`config.mk`:
```
export PLATFORM = sky130hd
export DESIGN_NAME = crash_sequencer_flat
export DESIGN_NICKNAME = d
export VERILOG_FILES = /design/src/rtl/crash_sequencer_pkg.sv /design/src/rtl/crash_sequencer_if.sv /design/src/rtl/crash_sequencer_frame_timer.sv /design/src/rtl/crash_sequencer.sv /design/src/flat_wrapper.sv
export SDC_FILE = /design/constraint.sdc
export NUM_CORES = 1
export LEC_CHECK = 0
export ABC_AREA = 1
export CORE_MARGIN = 2
export CORE_UTILIZATION = 53
export DETAILED_ROUTE_END_ITERATION = 10
export PLACE_DENSITY = 0.86
export RECOVER_POWER = 100
export SETUP_SLACK_MARGIN = 0.3
export SLEW_MARGIN = 10
export SYNTH_ARGS = -nofsm -noshare
export SYNTH_HDL_FRONTEND = slang
export SYNTH_SLANG_ARGS = --single-unit
```
`constraint.sdc`:
```
create_clock -name clk -period 1.6 [get_ports clk]
set_clock_uncertainty 0.05 [all_clocks]
set_input_delay 0.32 -clock clk [delete_from_list [all_inputs] [get_ports clk]]
set_output_delay 0.32 -clock clk [all_outputs]
set_load 0.005 [all_outputs]
```
`src/rtl/crash_sequencer_pkg.sv`:
```
// Shared definitions for the crash-overlay game-state controller:
// state encoding, default game timing and the lives-counter width helper.
package crash_sequencer_pkg;

   typedef enum logic [1:0] {
      ST_IDLE  = 2'd0,
      ST_PLAY  = 2'd1,
      ST_CRASH = 2'd2,
      ST_OVER  = 2'd3
   } state_e;

   localparam int unsigned DEF_LIVES        = 3;
   localparam int unsigned DEF_BLINK_FRAMES = 16;
   localparam int unsigned DEF_HOLD_FRAMES  = 120;

   function automatic int unsigned lives_width(input int unsigned lives);
      return $clog2(lives + 1);
   endfunction

endpackage

```
`src/rtl/crash_sequencer_if.sv`:
```
// Game-control bundle between the collision/button logic, the motion logic
// and the crash-text overlay.
interface crash_sequencer_if
   import crash_sequencer_pkg::*;
#(
   parameter int unsigned LIVES = DEF_LIVES
);
   localparam int unsigned LW = lives_width(LIVES);

   logic          tick_frame;
   logic          collision;
   logic          btn_start;
   logic          text_en;
   logic          game_run;
   logic          restart;
   logic [LW-1:0] lives;
   logic          game_over;
   logic [1:0]    state;

   modport master (
      output tick_frame, collision, btn_start,
      input  text_en, game_run, restart, lives, game_over, state
   );

   modport slave (
      input  tick_frame, collision, btn_start,
      output text_en, game_run, restart, lives, game_over, state
   );

endinterface

```
`src/rtl/crash_sequencer_frame_timer.sv`:
```
// Frame-tick counter with clear; tc_o flags the terminal count N-1 and the
// counter returns to 0 on the tick taken at terminal count.
module crash_sequencer_frame_timer #(
   parameter int unsigned N = 16
) (
   input  logic clk,
   input  logic reset,
   input  logic clr_i,
   input  logic tick_i,
   output logic tc_o
);

   localparam int unsigned CW = (N > 1) ? $clog2(N) : 1;

   logic [CW-1:0] cnt_q, cnt_d;

   assign tc_o = (cnt_q == CW'(N - 1));

   always_comb begin
      cnt_d = cnt_q;
      if (clr_i)
         cnt_d = '0;
      else if (tick_i)
         cnt_d = tc_o ? '0 : cnt_q + CW'(1);
   end

   always_ff @(posedge clk) begin
      if (reset)
         cnt_q <= '0;
      else
         cnt_q <= cnt_d;
   end

endmodule

```
`src/rtl/crash_sequencer.sv`:
```
// Game-state controller: sequences the blinking "Crash" overlay, freezes play
// around collisions, tracks lives and issues the one-cycle restart pulse.
module crash_sequencer
   import crash_sequencer_pkg::*;
#(
   parameter int unsigned LIVES        = DEF_LIVES,
   parameter int unsigned BLINK_FRAMES = DEF_BLINK_FRAMES,
   parameter int unsigned HOLD_FRAMES  = DEF_HOLD_FRAMES
) (
   input logic              clk,
   input logic              reset,
   crash_sequencer_if.slave bus
);

   localparam int unsigned LW = lives_width(LIVES);

   state_e        state_q, state_d;
   logic [LW-1:0] lives_q, lives_d;
   logic          phase_q, phase_d;
   logic          btn_q;
   logic          restart_q, restart_d;
   logic          text_en_q, text_en_d;
   logic          game_run_q, game_run_d;
   logic          game_over_q, game_over_d;
   logic          start_edge, crash_tick, timer_clr, hold_tc, blink_tc;

   assign start_edge = bus.btn_start & ~btn_q;
   assign crash_tick = bus.tick_frame & (state_q == ST_CRASH);
   // Timers sit at 0 outside CRASH, so entry always starts from a clean count.
   assign timer_clr  = (state_q != ST_CRASH);

   crash_sequencer_frame_timer #(.N(HOLD_FRAMES)) u_hold_timer (
      .clk    (clk),
      .reset  (reset),
      .clr_i  (timer_clr),
      .tick_i (crash_tick),
      .tc_o   (hold_tc)
   );

   crash_sequencer_frame_timer #(.N(BLINK_FRAMES)) u_blink_timer (
      .clk    (clk),
      .reset  (reset),
      .clr_i  (timer_clr),
      .tick_i (crash_tick),
      .tc_o   (blink_tc)
   );

   always_ff @(posedge clk) begin
      if (reset) begin
         state_q     <= ST_IDLE;
         lives_q     <= LW'(LIVES);
         phase_q     <= 1'b0;
         btn_q       <= 1'b1;
         restart_q   <= 1'b0;
         text_en_q   <= 1'b0;
         game_run_q  <= 1'b0;
         game_over_q <= 1'b0;
      end else begin
         state_q     <= state_d;
         lives_q     <= lives_d;
         phase_q     <= phase_d;
         btn_q       <= bus.btn_start;
         restart_q   <= restart_d;
         text_en_q   <= text_en_d;
         game_run_q  <= game_run_d;
         game_over_q <= game_over_d;
      end
   end

   always_comb begin
      state_d   = state_q;
      lives_d   = lives_q;
      phase_d   = phase_q;
      restart_d = 1'b0;
      case (state_q)
         ST_IDLE: begin
            if (start_edge) begin
               state_d   = ST_PLAY;
               lives_d   = LW'(LIVES);
               restart_d = 1'b1;
            end
         end
         ST_PLAY: begin
            if (bus.collision) begin
               state_d = ST_CRASH;
               lives_d = (lives_q == '0) ? '0 : lives_q - LW'(1);
               phase_d = 1'b1;
            end
         end
         ST_CRASH: begin
            if (crash_tick) begin
               if (blink_tc)
                  phase_d = ~phase_q;
               if (hold_tc) begin
                  if (lives_q == '0) begin
                     state_d = ST_OVER;
                  end else begin
                     state_d   = ST_PLAY;
                     restart_d = 1'b1;
                  end
               end
            end
         end
         ST_OVER: begin
            if (start_edge) begin
               state_d   = ST_PLAY;
               lives_d   = LW'(LIVES);
               restart_d = 1'b1;
            end
         end
         default: state_d = ST_IDLE;
      endcase
   end

   // Outputs are decoded from next state so the registered copies line up with state_q.
   always_comb begin
      text_en_d   = 1'b0;
      game_run_d  = 1'b0;
      game_over_d = 1'b0;
      case (state_d)
         ST_PLAY:  game_run_d = 1'b1;
         ST_CRASH: text_en_d  = phase_d;
         ST_OVER: begin
            text_en_d   = 1'b1;
            game_over_d = 1'b1;
         end
         default: ;
      endcase
   end

   assign bus.state     = state_q;
   assign bus.lives     = lives_q;
   assign bus.restart   = restart_q;
   assign bus.text_en   = text_en_q;
   assign bus.game_run  = game_run_q;
   assign bus.game_over = game_over_q;

endmodule

```
`src/flat_wrapper.sv`:
```
// flat-port wrapper written by rule: the top's interface ports become plain ports
module crash_sequencer_flat import crash_sequencer_pkg::*;
#(
   parameter int unsigned LIVES        = DEF_LIVES,
   parameter int unsigned BLINK_FRAMES = DEF_BLINK_FRAMES,
   parameter int unsigned HOLD_FRAMES  = DEF_HOLD_FRAMES
)
  (clk, reset, bus_tick_frame, bus_collision, bus_btn_start, bus_text_en, bus_game_run, bus_restart, bus_lives, bus_game_over, bus_state);
  crash_sequencer_if #(.LIVES(LIVES)) bus_i ();
  input logic clk;
  input logic reset;
  input wire logic [$bits(bus_i.tick_frame)-1:0] bus_tick_frame;
  input wire logic [$bits(bus_i.collision)-1:0] bus_collision;
  input wire logic [$bits(bus_i.btn_start)-1:0] bus_btn_start;
  output wire logic [$bits(bus_i.text_en)-1:0] bus_text_en;
  output wire logic [$bits(bus_i.game_run)-1:0] bus_game_run;
  output wire logic [$bits(bus_i.restart)-1:0] bus_restart;
  output wire logic [$bits(bus_i.lives)-1:0] bus_lives;
  output wire logic [$bits(bus_i.game_over)-1:0] bus_game_over;
  output wire logic [$bits(bus_i.state)-1:0] bus_state;
  assign bus_i.tick_frame = bus_tick_frame;
  assign bus_i.collision = bus_collision;
  assign bus_i.btn_start = bus_btn_start;
  assign bus_text_en = bus_i.text_en;
  assign bus_game_run = bus_i.game_run;
  assign bus_restart = bus_i.restart;
  assign bus_lives = bus_i.lives;
  assign bus_game_over = bus_i.game_over;
  assign bus_state = bus_i.state;
  crash_sequencer #(.LIVES(LIVES), .BLINK_FRAMES(BLINK_FRAMES), .HOLD_FRAMES(HOLD_FRAMES)) u_core (.clk(clk), .reset(reset), .bus(bus_i));
endmodule
```
## Word level (Yosys, flattened, before mapping)

Index checks and enable logic that the tools add are counted.

| storage, ports and cells | value |
|---|---|
| word-level logic and storage cells | 58 |
| flip-flop bits (word level) | 21 |
| latch bits | 0 |
| memories | 0 |
| input bits | 5 |
| output and inout port bits | 8 |
| ROM bits | 0 |
| bits in writable memories | 0 |

| operators by class | value |
|---|---|
| $mul | 0 |
| div/mod/pow operators | 0 |
| $add $sub $neg | 3 |
| bitwise gates (word level) | 4 |
| magnitude comparators | 0 |
| reduce and logical (&&, ||, !) cells | 6 |
| multiplexer cells | 24 |
| shift operators | 0 |
| equality and inequality tests | 11 |

Operators by type and width:

| cell | count |
|---|---|
| $mux W2 | 8 |
| $mux W1 | 9 |
| $eq A2 B2 Y1 const B | 4 |
| $add A7 B1 Y7 const B | 1 |
| $eq A7 B7 Y1 const B | 1 |
| $mux W7 | 1 |
| $pmux W1 S2 | 3 |
| $pmux W2 S3 | 1 |
| $add A4 B1 Y4 const B | 1 |
| $eq A2 B1 Y1 const B | 2 |
| $eq A4 B4 Y1 const B | 1 |
| $logic_not A2 Y1 | 2 |
| $mux W4 | 1 |
| $ne A2 B2 Y1 const B | 2 |
| $pmux W2 S2 | 1 |
| $reduce_or A2 Y1 | 2 |
| $reduce_and A3 Y1 | 1 |
| $and A1 B1 Y1 | 2 |
| $ne A2 B1 Y1 const B | 1 |
| $not A1 Y1 | 2 |
| $reduce_bool A2 Y1 | 1 |
| $sub A2 B1 Y2 const B | 1 |

## Depth between registers and ports, before layout

| depth | value |
|---|---|
| word-level depth | 7 |
| gate-level depth with buffers | 10 |
| gate-level depth less buffers | 10 |

## By module

A second synthesis with hierarchy kept.

| second synthesis, totals | value |
|---|---|
| cells, all modules | 158 |
| area, all modules | 1069.8 um2 |

By module, submodules not included:

| module | seq. area each (um2) | cells an instance | instances | area an instance (um2) |
|---|---|---|---|---|
| crash_sequencer | 200.2 | 77 | 1 | 510.5 |
| crash_sequencer_frame_timer (u_core.u_hold_timer) | 140.1 | 54 | 1 | 366.6 |
| crash_sequencer_frame_timer (u_core.u_blink_timer) | 80.1 | 27 | 1 | 192.7 |

## Worst setup path after synthesis

OpenSTA, ideal clock, no wires.

| timing | value |
|---|---|
| path type | flip-flop to flip-flop |
| from | reg u_core.state_q[0], in the netlist u_core.bus.state[0] |
| to | reg u_core.text_en_q, in the netlist u_core.bus.text_en |
| path slack | 0.099 ns |
| clock period less this slack | 1.501 ns |
| data required time | 1.434 ns |
| library setup time | 0.116 ns |
| cell stages (with the launch flop) | 11 |
| arrival time | 1.335 ns |
| buffers on the path | 0 |
| cells stage by stage | dfxtp_1 inv_1 ha_1 nor2_1 nor2_1 nor2_1 nand2_1 nand2_1 nand2_1 a21oi_1 nor2_2 |

| on the way | value |
|---|---|
| word-level cells in the longest chain between the ends | 6 |
| elaborated cells between the ends (all ways) | 16 |
| those cells by class | 5 x eq/ne; 8 x mux; 1 x bitwise; 2 x reduce/logical |

RTL lines:

| element | line | text |
|---|---|---|
| from (decl) | crash_sequencer.sv:17 | `state_e state_q, state_d;` |
| from (signal assigned) | crash_sequencer.sv:59 | `state_q <= state_d;` |
| $eq A2 B2 Y1 | crash_sequencer.sv:28, crash_sequencer.sv:75 |  |
| $and A1 B1 Y1 | crash_sequencer.sv:28 | `assign crash_tick = bus.tick_frame & (state_q == ST_CRASH);` |
| $mux W2 | crash_sequencer.sv:91 | `if (crash_tick) begin` |
| $pmux W2 S3 | crash_sequencer.sv:75 | `case (state_q)` |
| $eq A2 B2 Y1 | crash_sequencer.sv:120 | `case (state_d)` |
| $pmux W1 S2 * | crash_sequencer.sv:120 |  |
| to (signal assigned) | crash_sequencer.sv:64 | `text_en_q <= text_en_d;` |
| to (decl) | crash_sequencer.sv:22 | `logic text_en_q, text_en_d;` |

Mark *: on every way between the ends. The rest lies on a longest branch, timed or not.
A chain may end at the register's enable or synchronous reset.

## Worst setup path after layout

Same ends and word-level chain as after synthesis.

==> implementation parameters <==
Parameter                              Value

Timing
  Setup slack after layout    -0.0713 ns
  Final count of hold timing violations    0
  Final Max Slew Viols    0
  RSZ-0062 raised after global routing    true
  Final setup violation count    2
  Fmax    0.598 GHz
  Min cycle time layout    1.67 ns
  Transition time at the pin with the least slew margin    0.316 ns
  Rel. slew slack    78.8%
  Share of the clock period used by the worst path    104%

Yosys
  Count of flip-flops with a built-in enable after synthesis    0
  Sequential cell area fraction in the yosys report    41.5%
  Combinational family with the most area after synthesis    simple AND/OR/NAND/NOR gates
  Simple logic cell fraction of the synthesized area    between 30% and 40%
  Area share of fa/ha/maj cells after synthesis    4.94%
  Mux contribution to synthesized area    0%
  Post-synthesis cell count    140
  Synthesized-area fraction occupied by xor and xnor cells    3.46%
  Area fraction in compound gates after synthesis    9.15%
  Number of distinct library cells after synthesis    22
  Asr flop ratio synth    0%
  Yosys warning total    0
  Mean instance size in the synthesized netlist    between 7 and 8 sq um
  Total nets after synthesis    149
  Netlist area before placement    about 1000 sq um
  Main flop type after synthesis    sky130_fd_sc_hd__dfxtp_1
  Number of synthesized register bits    21

Routing
  Final routed DRC violation total    1
  Average wire per cell in the routed design    15.6 microns
  Via density    approximately 5.5
  Antenna viol nets, final    0
  Pre-Repair DR Iteration Count    8
  Final routed wirelength across all metal layers    approximately 3100 microns
  Number of vias after detailed routing    1084
  Iter 0 DRT Violations    between 60 and 70

Floorplan
  Overall die area    around 2300 sq um
  Number of ports placed on the die boundary    13
  Starting density of the core    57.4%
  Die extent in y    about 48 microns
  Core Rows    15
  Chip width    47.7 microns
  Core region area    approximately 1800 sq um

CTS
  Clock buffer count from CTS    3
  Clk slew on worst S/H paths    0.12 ns
  Maximum root-to-sink buffer count    2
  H-tree level count    1
  Count of clock tree sinks    21
  CTS Hold Buffers Added    0
  Clock tree from TritonCTS    done
  CTS root buffer    sky130_fd_sc_hd__clkbuf_4
  Clock insertion delay at the later pin of the skew report    0.33 ns

Worst setup path
  Arrival time of the worst setup path    1.85 ns
  Crit-path max FO    4
  Worst reg-to-reg path cell count    10
  Chain of cells forming the critical path    inv_2 -> ha_4 -> nor2_1 -> nor2_1 -> nor2_1 -> nand2_2 -> nand2_2 -> nand2_4 -> a21oi_2 -> nor2_2
  Instance count on the critical path    10
  Biggest cell delay along the critical path    approximately 0.39 ns
  Startpoint class of the critical path    register
  Critical setup path kind    reg2reg
  Critical Path Sink Type    register
  Count of buffering cells on the critical path with inverters included    1
  Critical R2R Launch    u_core.bus.state[0]
  R2R Setup Slk    -0.07 ns
  Worst path slowest cell    sky130_fd_sc_hd__dfxtp_1
  Library cell appearing most often on the critical path    sky130_fd_sc_hd__nor2_1
  Critical path required time    around 1.8 ns
  Delay-heaviest family, CP    simple AND/OR/NAND/NOR gates
  Reg2Reg Capture Point    u_core.bus.text_en

Power and ir drop
  Power per unit of standard cell area    around 730 nW/um^2
  Internal power summed over all cells    729 uW
  Comb power frac    between 20% and 30%
  Switch Pwr    309 uW
  Clock share of power    between 20% and 30%
  Highest ir drop seen on vdd    0.000507 V
  Part of the total power dissipated in sequential elements    52.9%
  Sw frac    29.8%
  Leak    between 0.0006 and 0.0007 uW

Placed design
  Placement Setup Slack    -0.185 ns
  Cell Area, Placed    1240 sq um
  Count of buffers inserted at the top-level ports    12
  Post-detailed-placement half-perimeter wirelength    1640 microns
  Last weighted congestion value of the routability-driven placer    0.913

Finish
  Inserted Diodes    0
  Post-route design area    around 1400 sq um
  Nets    181
  Ratio of cells with drive above 1 in the final layout    28.1%
  Synthesis-to-layout area growth    40.2%

GRT
  Fraction of met3 tracks used by global routing    roughly 4.5%
  Antenna violations before repair    0
  Global route hottest layer    met2
  Met2 Usage GRT    around two fifths
  Total GRT Usage    between 20% and 30%
  Wire length of the first global-routing pass    3850 microns
  Overall overflow remaining after global route    0
  Routing usage on met1    32.0%
  Via count of the first global-routing pass    853
  Largest net degree at the start of global routing    12

Worst hold path
  Worst Hold Endpoint    u_core.u_blink_timer.cnt_q[0]
  Path type of the worst min-delay path    reg2reg
  Launch instance of the worst min-delay path    u_core.u_blink_timer.cnt_q[0]
  WHS Path Cells    2

Job
  Maxcap violations    0

Status
  Outcome    finished, violations left
  Failing checks    design-rule violations, negative setup slack
## cell usage after synthesis (3+ instances only)
library cell / count / area (sq um)
sky130_fd_sc_hd__nand2_2: 3 / 18.8
sky130_fd_sc_hd__nor2_1: 16 / 60.1
sky130_fd_sc_hd__nor2_2: 3 / 18.8
sky130_fd_sc_hd__a21oi_1: 10 / 50.1
sky130_fd_sc_hd__inv_1: 25 / 93.8
sky130_fd_sc_hd__ha_1: 4 / 50.1
sky130_fd_sc_hd__o21ai_0: 4 / 20.0
sky130_fd_sc_hd__dfxtp_1: 21 / 420
sky130_fd_sc_hd__nand2_1: 32 / 120
sky130_fd_sc_hd__nand3_1: 6 / 30.0
## worst max path at each step
stage	startpoint	endpoint	slack, ns
finish	u_core.bus.state[0]	u_core.bus.text_en	-0.07
global route	u_core.bus.state[0]	u_core.bus.text_en	-0.12
CTS	u_core.bus.state[1]	u_core.bus.text_en	0.11
detailed placement	bus_tick_frame	u_core.bus.game_run	-0.18
global placement	bus_tick_frame	u_core.bus.game_over	-0.10
floorplan	u_core.bus.state[0]	u_core.bus.text_en	0.31
## placed cells by master (no fill, tap or decap), drive strengths merged, types with 3 or more instances in the layout
cell           instances
o21ai                  4
clkdlybuf4s50          3
ha                     4
dlygate4sd2            6
buf                   14
nor2                  20
clkbuf                 5
a21oi                 10
nand3                  8
nand2                 35
inv                   25
dfxtp                 21
## state kept, by name, indices dropped and copies added (netlist names)
signal,flops
u_core.u_hold_timer.cnt_q,7
u_core.bus.game_over,1
u_core.bus.state,2
u_core.btn_q,1
u_core.bus.game_run,1
u_core.phase_q,1
u_core.bus.restart,1
u_core.bus.lives,2
u_core.u_blink_timer.cnt_q,4
u_core.bus.text_en,1
## worst reg2reg max path: stages (launching register included)
cell                      delay [ns]
sky130_fd_sc_hd__dfxtp_1        0.39
sky130_fd_sc_hd__inv_2          0.07
sky130_fd_sc_hd__ha_4           0.25
sky130_fd_sc_hd__nor2_1         0.11
sky130_fd_sc_hd__nor2_1         0.06
sky130_fd_sc_hd__nor2_1         0.18
sky130_fd_sc_hd__nand2_2        0.10
sky130_fd_sc_hd__nand2_2        0.10
sky130_fd_sc_hd__nand2_4        0.07
sky130_fd_sc_hd__a21oi_2        0.14
sky130_fd_sc_hd__nor2_2         0.06
## cell families after synthesis
family,Yosys count
AND/OR/NAND/NOR,69
AO/OA/AOI/OAI,17
buffers and inverters,25
flip-flops,21
XOR/XNOR,4
adder cells (fa/ha/maj),4
## per-stage QoR
step	power, uW	setup TNS, ns	instances	hold slack, ns	util (%)
CTS	1000	0	195	0.456	77.8
global route	1070	-0.320	196	0.477	80.4
detailed placement	729	-1.32	184	0.439	70.6
finish	1040	-0.0719	196	0.455	80.4
floorplan	662	0	140	0.342	-
global placement	723	-0.670	184	0.421	70.6
## area by class of cell
type / count / area (sq um)
Sequential cell: 21 / 424
Inverter: 25 / 93.8
Multi-Input combinational cell: 94 / 606
Fill cell: 113 / 345
Tap cell: 25 / 31.3
Timing Repair Buffer: 27 / 238
Clock buffer: 4 / 26.3
## power by group through the flow
stage                     Combinational, uW  Sequential (uW)  Clock, uW
after global routing                    225              551        296
final                                   214              549        274
after floorplan                        98.7              563          0
after detailed placement                165              563          0
after CTS                               185              550        265
after global placement                  160              563          0
## routing by layer
layer	vias up	wire length, microns
li1	497	-
met1	482	1120
met2	76	1480
met3	29	257
met4	0	214
met5	-	0
## what timing repair did
| item | CTS | global route |
|---|---|---|
| gates resized for setup | 21 | 13 |
| pin swaps | 5 | 4 |
| setup buffers | 7 | 1 |
| endpoints found under the setup margin | 23 | 23 |
No activity file was read; power rests on OpenSTA's default activity.
